**src/rtl/cfg_bus_arbiter.sv**
```systemverilog
// cfg_bus_arbiter: round-robin owner of a shared config bus with one turnaround cycle.
// Define CFG_ARB_TIMEOUT_EN to build the watchdog that releases a stuck owner.
module cfg_bus_arbiter #(
    parameter int NREQ    = 4,
    parameter int WIDTH   = 8,
    parameter int TIMEOUT = 16
) (
    input  logic                  clk,
    input  logic                  rst_n,
    input  logic [NREQ-1:0]       req_i,
    input  logic [NREQ-1:0]       done_i,
    input  logic [NREQ-1:0]       wr_i,
    input  logic [NREQ*WIDTH-1:0] wdata_i,
    input  logic [WIDTH-1:0]      bus_di_i,
    output logic [NREQ-1:0]       gnt_o,
    output logic                  bus_oe_o,
    output logic [WIDTH-1:0]      bus_do_o,
    output logic [WIDTH-1:0]      rdata_o,
    output logic                  rvalid_o,
    output logic [NREQ-1:0]       timeout_o
);
    localparam int IW = $clog2(NREQ);

    typedef enum logic [1:0] {IDLE, GRANT, TURN} state_t;

    state_t        state;
    logic [IW-1:0] owner;
    logic [IW-1:0] winner;
    logic          found;
    logic          expire;
    logic          release_now;

    if (NREQ < 2 || NREQ > 8) begin : g_bad_nreq
        $error("cfg_bus_arbiter: NREQ must be 2..8");
    end
    if (TIMEOUT < 2) begin : g_bad_timeout
        $error("cfg_bus_arbiter: TIMEOUT must be >= 2");
    end

    // owner doubles as the round-robin pointer: search starts just past it
    always_comb begin
        int idx;
        winner = '0;
        found  = 1'b0;
        idx    = 0;
        for (int i = 1; i <= NREQ; i++) begin
            idx = int'(owner) + i;
            if (idx >= NREQ) idx = idx - NREQ;
            if (!found && req_i[idx]) begin
                found  = 1'b1;
                winner = IW'(idx);
            end
        end
    end

`ifdef CFG_ARB_TIMEOUT_EN
    localparam int WW = $clog2(TIMEOUT);
    logic [WW-1:0] wd;

    assign expire = (state == GRANT) && (wd == WW'(TIMEOUT - 1));

    always_ff @(posedge clk or negedge rst_n) begin
        if (!rst_n) begin
            wd        <= '0;
            timeout_o <= '0;
        end else begin
            wd        <= (state == GRANT && !release_now) ? wd + 1'b1 : '0;
            timeout_o <= '0;
            if (expire && !done_i[owner])
                timeout_o <= NREQ'(1) << owner;
        end
    end
`else
    assign expire    = 1'b0;
    assign timeout_o = '0;
`endif

    assign release_now = done_i[owner] | expire;

    always_ff @(posedge clk or negedge rst_n) begin
        if (!rst_n) begin
            state    <= IDLE;
            owner    <= IW'(NREQ - 1);
            gnt_o    <= '0;
            rdata_o  <= '0;
            rvalid_o <= 1'b0;
        end else begin
            rvalid_o <= 1'b0;
            unique case (state)
                IDLE: begin
                    if (found) begin
                        state <= GRANT;
                        owner <= winner;
                        gnt_o <= NREQ'(1) << winner;
                    end
                end
                GRANT: begin
                    if (!wr_i[owner]) begin
                        rdata_o  <= bus_di_i;
                        rvalid_o <= 1'b1;
                    end
                    if (release_now) begin
                        state <= TURN;
                        gnt_o <= '0;
                    end
                end
                TURN:    state <= IDLE;
                default: state <= IDLE;
            endcase
        end
    end

    assign bus_oe_o = (state == GRANT) & wr_i[owner];
    assign bus_do_o = (state == GRANT) ? wdata_i[owner*WIDTH +: WIDTH] : '0;

endmodule

```
**config.mk**
```make
export PLATFORM = sky130hd
export DESIGN_NAME = cfg_bus_arbiter
export DESIGN_NICKNAME = d
export VERILOG_FILES = /design/src/rtl/cfg_bus_arbiter.sv
export SDC_FILE = /design/constraint.sdc
export NUM_CORES = 1
export LEC_CHECK = 0
export CORE_MARGIN = 3
export CORE_UTILIZATION = 23
export DETAILED_ROUTE_END_ITERATION = 7
export GPL_TIMING_DRIVEN = 0
export PLACE_DENSITY = 0.61
export SYNTH_ARGS = -nofsm -noshare
export SYNTH_HDL_FRONTEND = slang
export SYNTH_SLANG_ARGS = --single-unit
```
**constraint.sdc**
```tcl
create_clock -name clk -period 1.8 [get_ports clk]
set_clock_uncertainty 0.2 [all_clocks]
set_input_delay 0.18 -clock clk [delete_from_list [all_inputs] [get_ports clk]]
set_output_delay 0.18 -clock clk [all_outputs]
set_load 0.02 [all_outputs]
```
Yosys cells after proc, flatten, opt, wreduce, memory -nomap -nowiden
Cells that the tools add are included.

word-level totals
  register bits = 17
  bits in latches = 0
  memory bits (writable) = 0
  memory bits (read-only) = 0
  input port bits = 54
  output and inout bits = 26
  word-level logic and storage cells = 78
  memories kept = 0

cells by class
  $add $sub $neg = 8
  $mul = 0
  div/mod/pow operators = 0
  order comparisons = 9
  equal/unequal tests = 3
  shifts and indexed selects = 2
  multiplexer cells = 37
  bitwise gates (word level) = 2
  reduce and logical (&&, ||, !) cells = 12

operators with widths
  cell                                                                           count
  32-bit by 4-bit less-than comparator with 1-bit output, second input constant  4
  32-bit two-way mux                                                             4
  32-bit by 6-bit indexed part select with 8-bit output                          1
  1-bit two-way mux                                                              16
  1-bit binary-select mux with 2-bit select                                      6
  2-bit two-way mux                                                              6
  3-bit by 3-bit subtractor with 4-bit output, second input constant             3
  3-bit >= comparator, second input constant                                     3
  4-bit two-way mux                                                              2
  8-bit two-way mux                                                              1
  4-bit case mux with 2 select lines                                             1
  2-bit by 2-bit adder with 3-bit output, second input constant                  2
  2-bit AND reduction                                                            3
  4-bit by 3-bit subtractor with 5-bit output, second input constant             1
  2-bit by 3-bit adder with 4-bit output, second input constant                  1
  4-bit by 3-bit >= comparator with 1-bit output, second input constant          1
  2-bit != test, second input constant                                           2
  2-bit case mux with 2 select lines                                             1
  1-bit by 2-bit << shifter with 4-bit output, first input constant              1
  2-bit by 1-bit adder with 3-bit output, second input constant                  1
  1-bit logical AND                                                              3
  1-bit zero test                                                                3
  2-bit by 3-bit less-than comparator with 1-bit output, second input constant   1
  3-bit AND reduction                                                            1
  5 further kinds                                                                5

Logic depth before layout (Yosys ltp)
  depth in word-level cells = 19
  mapped depth = 6
  mapped depth without buffers = 4

Worst setup path before layout
OpenSTA, ideal clock, no wires.

  path type = register -> register
  from = reg owner[0]
  to = reg rdata_o[0]
  setup time = 125 ps
  data arrival time = 1616 ps
  path slack = -141 ps
  cell stages (with the launch flop) = 4
  path buffers = 0
  clock period less this slack = 1941 ps
  cell sequence = dfstp_2 -> mux4_2 -> nor2_8 -> mux2_2

between the ends
  word-level cells in the longest chain between the ends = 4

ends and longest elaborated chain
  element                                    RTL line  RTL
  from (decl)                                27        logic [IW-1:0] owner;
  from (signal assigned)                     83        owner <= IW'(NREQ - 1);
  from (signal assigned)                     93        owner <= winner;
  1-bit binary-select mux with 2-bit select  98        if (!wr_i[owner]) begin
  1-bit two-way mux (not written as such)    98
  1-bit inverter (no line)                   -
  2-bit AND reduction (no line)              -
  to (signal assigned)                       99        rdata_o <= bus_di_i;
  to (decl)                                  18        output logic [WIDTH-1:0] rdata_o,

No other way between the ends. The select of a mux whose other input is x is not followed.
A chain may end at the register's enable or synchronous reset.

Worst setup path in the final report
  from = reg owner[0]
  to = reg rdata_o[7]

Same word-level chain as after synthesis.

==> reports/metrics.yaml <==
outcome:
  status: "complete, but fails checks"
  violations: "setup timing"
clock_network:
  clock_latency_ns: 0.24
  numClockSinks: 17
  cts_tree: "done"
  cts_buffer_depth: 2
  cts-root-buf: "clkbuf_8"
  numCtsBuffers: 3
  clk_pin_slew_ns: 0.06
  htree_levels: 1
timing:
  slew_viol_final: 0
  fin_crit_ns: 2.17
  finalWorstSetupSlack_ns: -0.366
  fmaxAchievable_mhz: 462
  setup_viol: 23
  post-route-period-util: 1.20
  rsz0062_at_grt: "true"
  max_slew_margin: 0.496
  hold_slack_ns: 0.180
  finalHoldViolCount: 0
  worst_slew_pin_slew_ns: 0.754
flow_run:
  maxCapViolCount: 0
critical_path:
  critPathLaunch: "owner[0]"
  reg2reg_depth: 5
  required_ns: 1.73
  critical_path.max_stage_delay_ns: 0.58
  crit_arrival_ns: 2.10
  critPathBufInv: 2
  cp_top_family: "multiplexers"
  startpoint_type: "flip-flop"
  r2r_start: "owner[0]"
  end_kind: "flip-flop"
  rrSetupSlack_ns: -0.37
  r2r-end: "rdata_o[7]"
  path_depth: 5
  path_cells: "buf_6 > mux4_2 > buf_6 > nor2_8 > mux2_4"
  cpMostUsedCell: "buf_6"
  cp-endpoint: "rdata_o[7]"
  cp_slowest_cell: "dfstp_2"
  criticalPathCategory: "flip-flop to flip-flop"
  critPathMaxFanout: 5
floorplan:
  io_pins: 80
  design.core.area_um2: 4440
  die_h_um: 74.5
  die_area_um2: 5550
  initial_core_util: 0.243
  fp-row-count: 24
  die-width_um: 74.5
placed_design:
  dpl_worst_slack_ns: -0.640
  placed_area_um2: 1910
  hpwlAfterDp_um: 2740
  gp_congestion: 0.750
  numPortBuffers: 75
power_and_ir_drop:
  p_per_area_nw_per_um2: 1640
  power.leakage_nw: 0.878
  ir_drop_uv: 758
worst_hold_path:
  hold_path.class: "input port to async pin"
global_route:
  grtUsageTotal: 0.125
  grtUsageMet1: 0.142
  grt_pass1_wl_um: 5390
  grt_util_met3: 0.0459
  grt_max_degree: 18
  use_met2: 0.224
  grt-ovfl-total: 0
  antenna_found_initial: 0
  grt_pass1_vias: 1172
  top_usage_layer: "met2"
synthesis:
  synthTopCellsByArea: "dfrtp_1 (35%), mux4_2 (21%), nor2b_1 (6.4%)"
  synth-edff-count: 0
  yosys_warnings: 0
  synth_ff_type: "dfrtp_1"
  syn_avg_cell_area_um2: 12.4
  synth-seq-cells: 17
  synthCells: 87
  netlist.top_cell.by_area: "dfrtp_1"
  yosysUniqueCellTypes: 30
  syn_area_um2: 1080
  ys_seq_area_frac: 0.396
  synth_top_area_share: 0.348
  synthArstFlopShare: 1.00
finish:
  final_cell_area_um2: 2080
  syn_to_final_growth_pct: 92.5
  layout-drive-gt1-share: 0.339
  diodes: 0
  num-nets-final: 232
drt:
  ant_nets: 0
  dr.pass1.iters: 4
  first_iter_violations: 46
  vias: 1111
  routed_wl_um: 3530
  wl_per_cell_um: 15.4
  drc: 0
  via_per_inst: 4.85
cell type report:
cell class / count / area, µm²
repair buffers: 83 / 783
flip-flops and latches: 17 / 428
multi-input cells: 63 / 679
fillers: 402 / 2370
plain buffers: 7 / 66.3
clock buffers: 4 / 45.0
inverters: 3 / 11.3
well taps: 52 / 65.1
kinds of logic (layout without fill, tap and decap cells):
family | count (synthesis) | in the layout | synth area share
buf+inv | 11 | 97 | 0.0602
mux | 19 | 19 | 0.301
compound gates | 15 | 15 | 0.0939
flops | 17 | 17 | 0.396
simple gates | 24 | 25 | 0.145
other cells | 1 | 4 | 0.00347
cells in the mapped netlist (2+ instances only):
master,number
a21oi_1,4
a32o_1,2
buf_4,6
dfrtp_1,15
dfstp_2,2
inv_1,3
mux2_1,3
mux2_2,5
mux4_2,10
nand2_1,2
nand2b_1,3
nor2b_1,11
o21ai_0,3
o31ai_1,2
cell usage in the layout (no fill, tap or decap), types with 2 or more instances in the layout:
cell type,n
a21oi_1,4
a32o_1,2
buf_2,8
buf_4,9
buf_6,5
clkbuf_8,3
clkdlybuf4s50_1,66
conb_1,4
dfrtp_1,15
dfstp_2,2
inv_1,2
mux2_4,8
mux4_2,10
nand2b_1,2
nor2b_1,11
o21ai_0,2
per-layer routing:
| layer | vias up | wire length (µm) |
|---|---|---|
| met4 | 0 | 29 |
| met3 | 8 | 518 |
| met2 | 76 | 1620 |
| met1 | 529 | 1360 |
| li1 | 498 | - |
| met5 | - | 0 |
how the worst min path moves through the flow:
stage	endpoint	slack [ns]	cells after the start
6_report	rdata_o[4]	0.18	1
5_1_grt	rdata_o[1]	0.24	1
4_1_cts	rdata_o[1]	0.21	1
3_5_place_dp	rdata_o[5]	0.28	1
3_3_place_gp	rdata_o[6]	0.27	1
2_1_floorplan	gnt_o[0]	-0.32	0
power breakdown:
part	internal, mW	total, mW	switching (mW)
sequential	0.600	0.747	0.147
combinational	1.29	2.38	1.10
clock	0.157	0.274	0.118
total	2.04	3.40	1.36
registers in the layout, summed over array words and instances, names as in the netlist:
signal    count
gnt_o         4
owner         2
rdata_o       8
rvalid_o      1
state         2
through the flow:
stage / util / total power, mW / instances / setup TNS, ns
2_1_floorplan: - / 1.95 / 90 / -1.34
3_5_place_dp: 0.429 / 2.80 / 217 / -7.92
6_report: 0.468 / 3.40 / 229 / -6.48
4_1_cts: 0.457 / 3.34 / 226 / -6.45
3_3_place_gp: 0.429 / 2.76 / 217 / -7.56
5_1_grt: 0.468 / 3.63 / 229 / -7.56
what timing repair did:
action | in CTS | in global routing
gates cloned | 1 | 0
gates resized for setup | 56 | 10
setup endpoints to repair | 22 | 26
setup buffers | 5 | 3
hold buffers | 0 | 0
pin swaps | 3 | 2
Power figures use the tool's default switching activity.
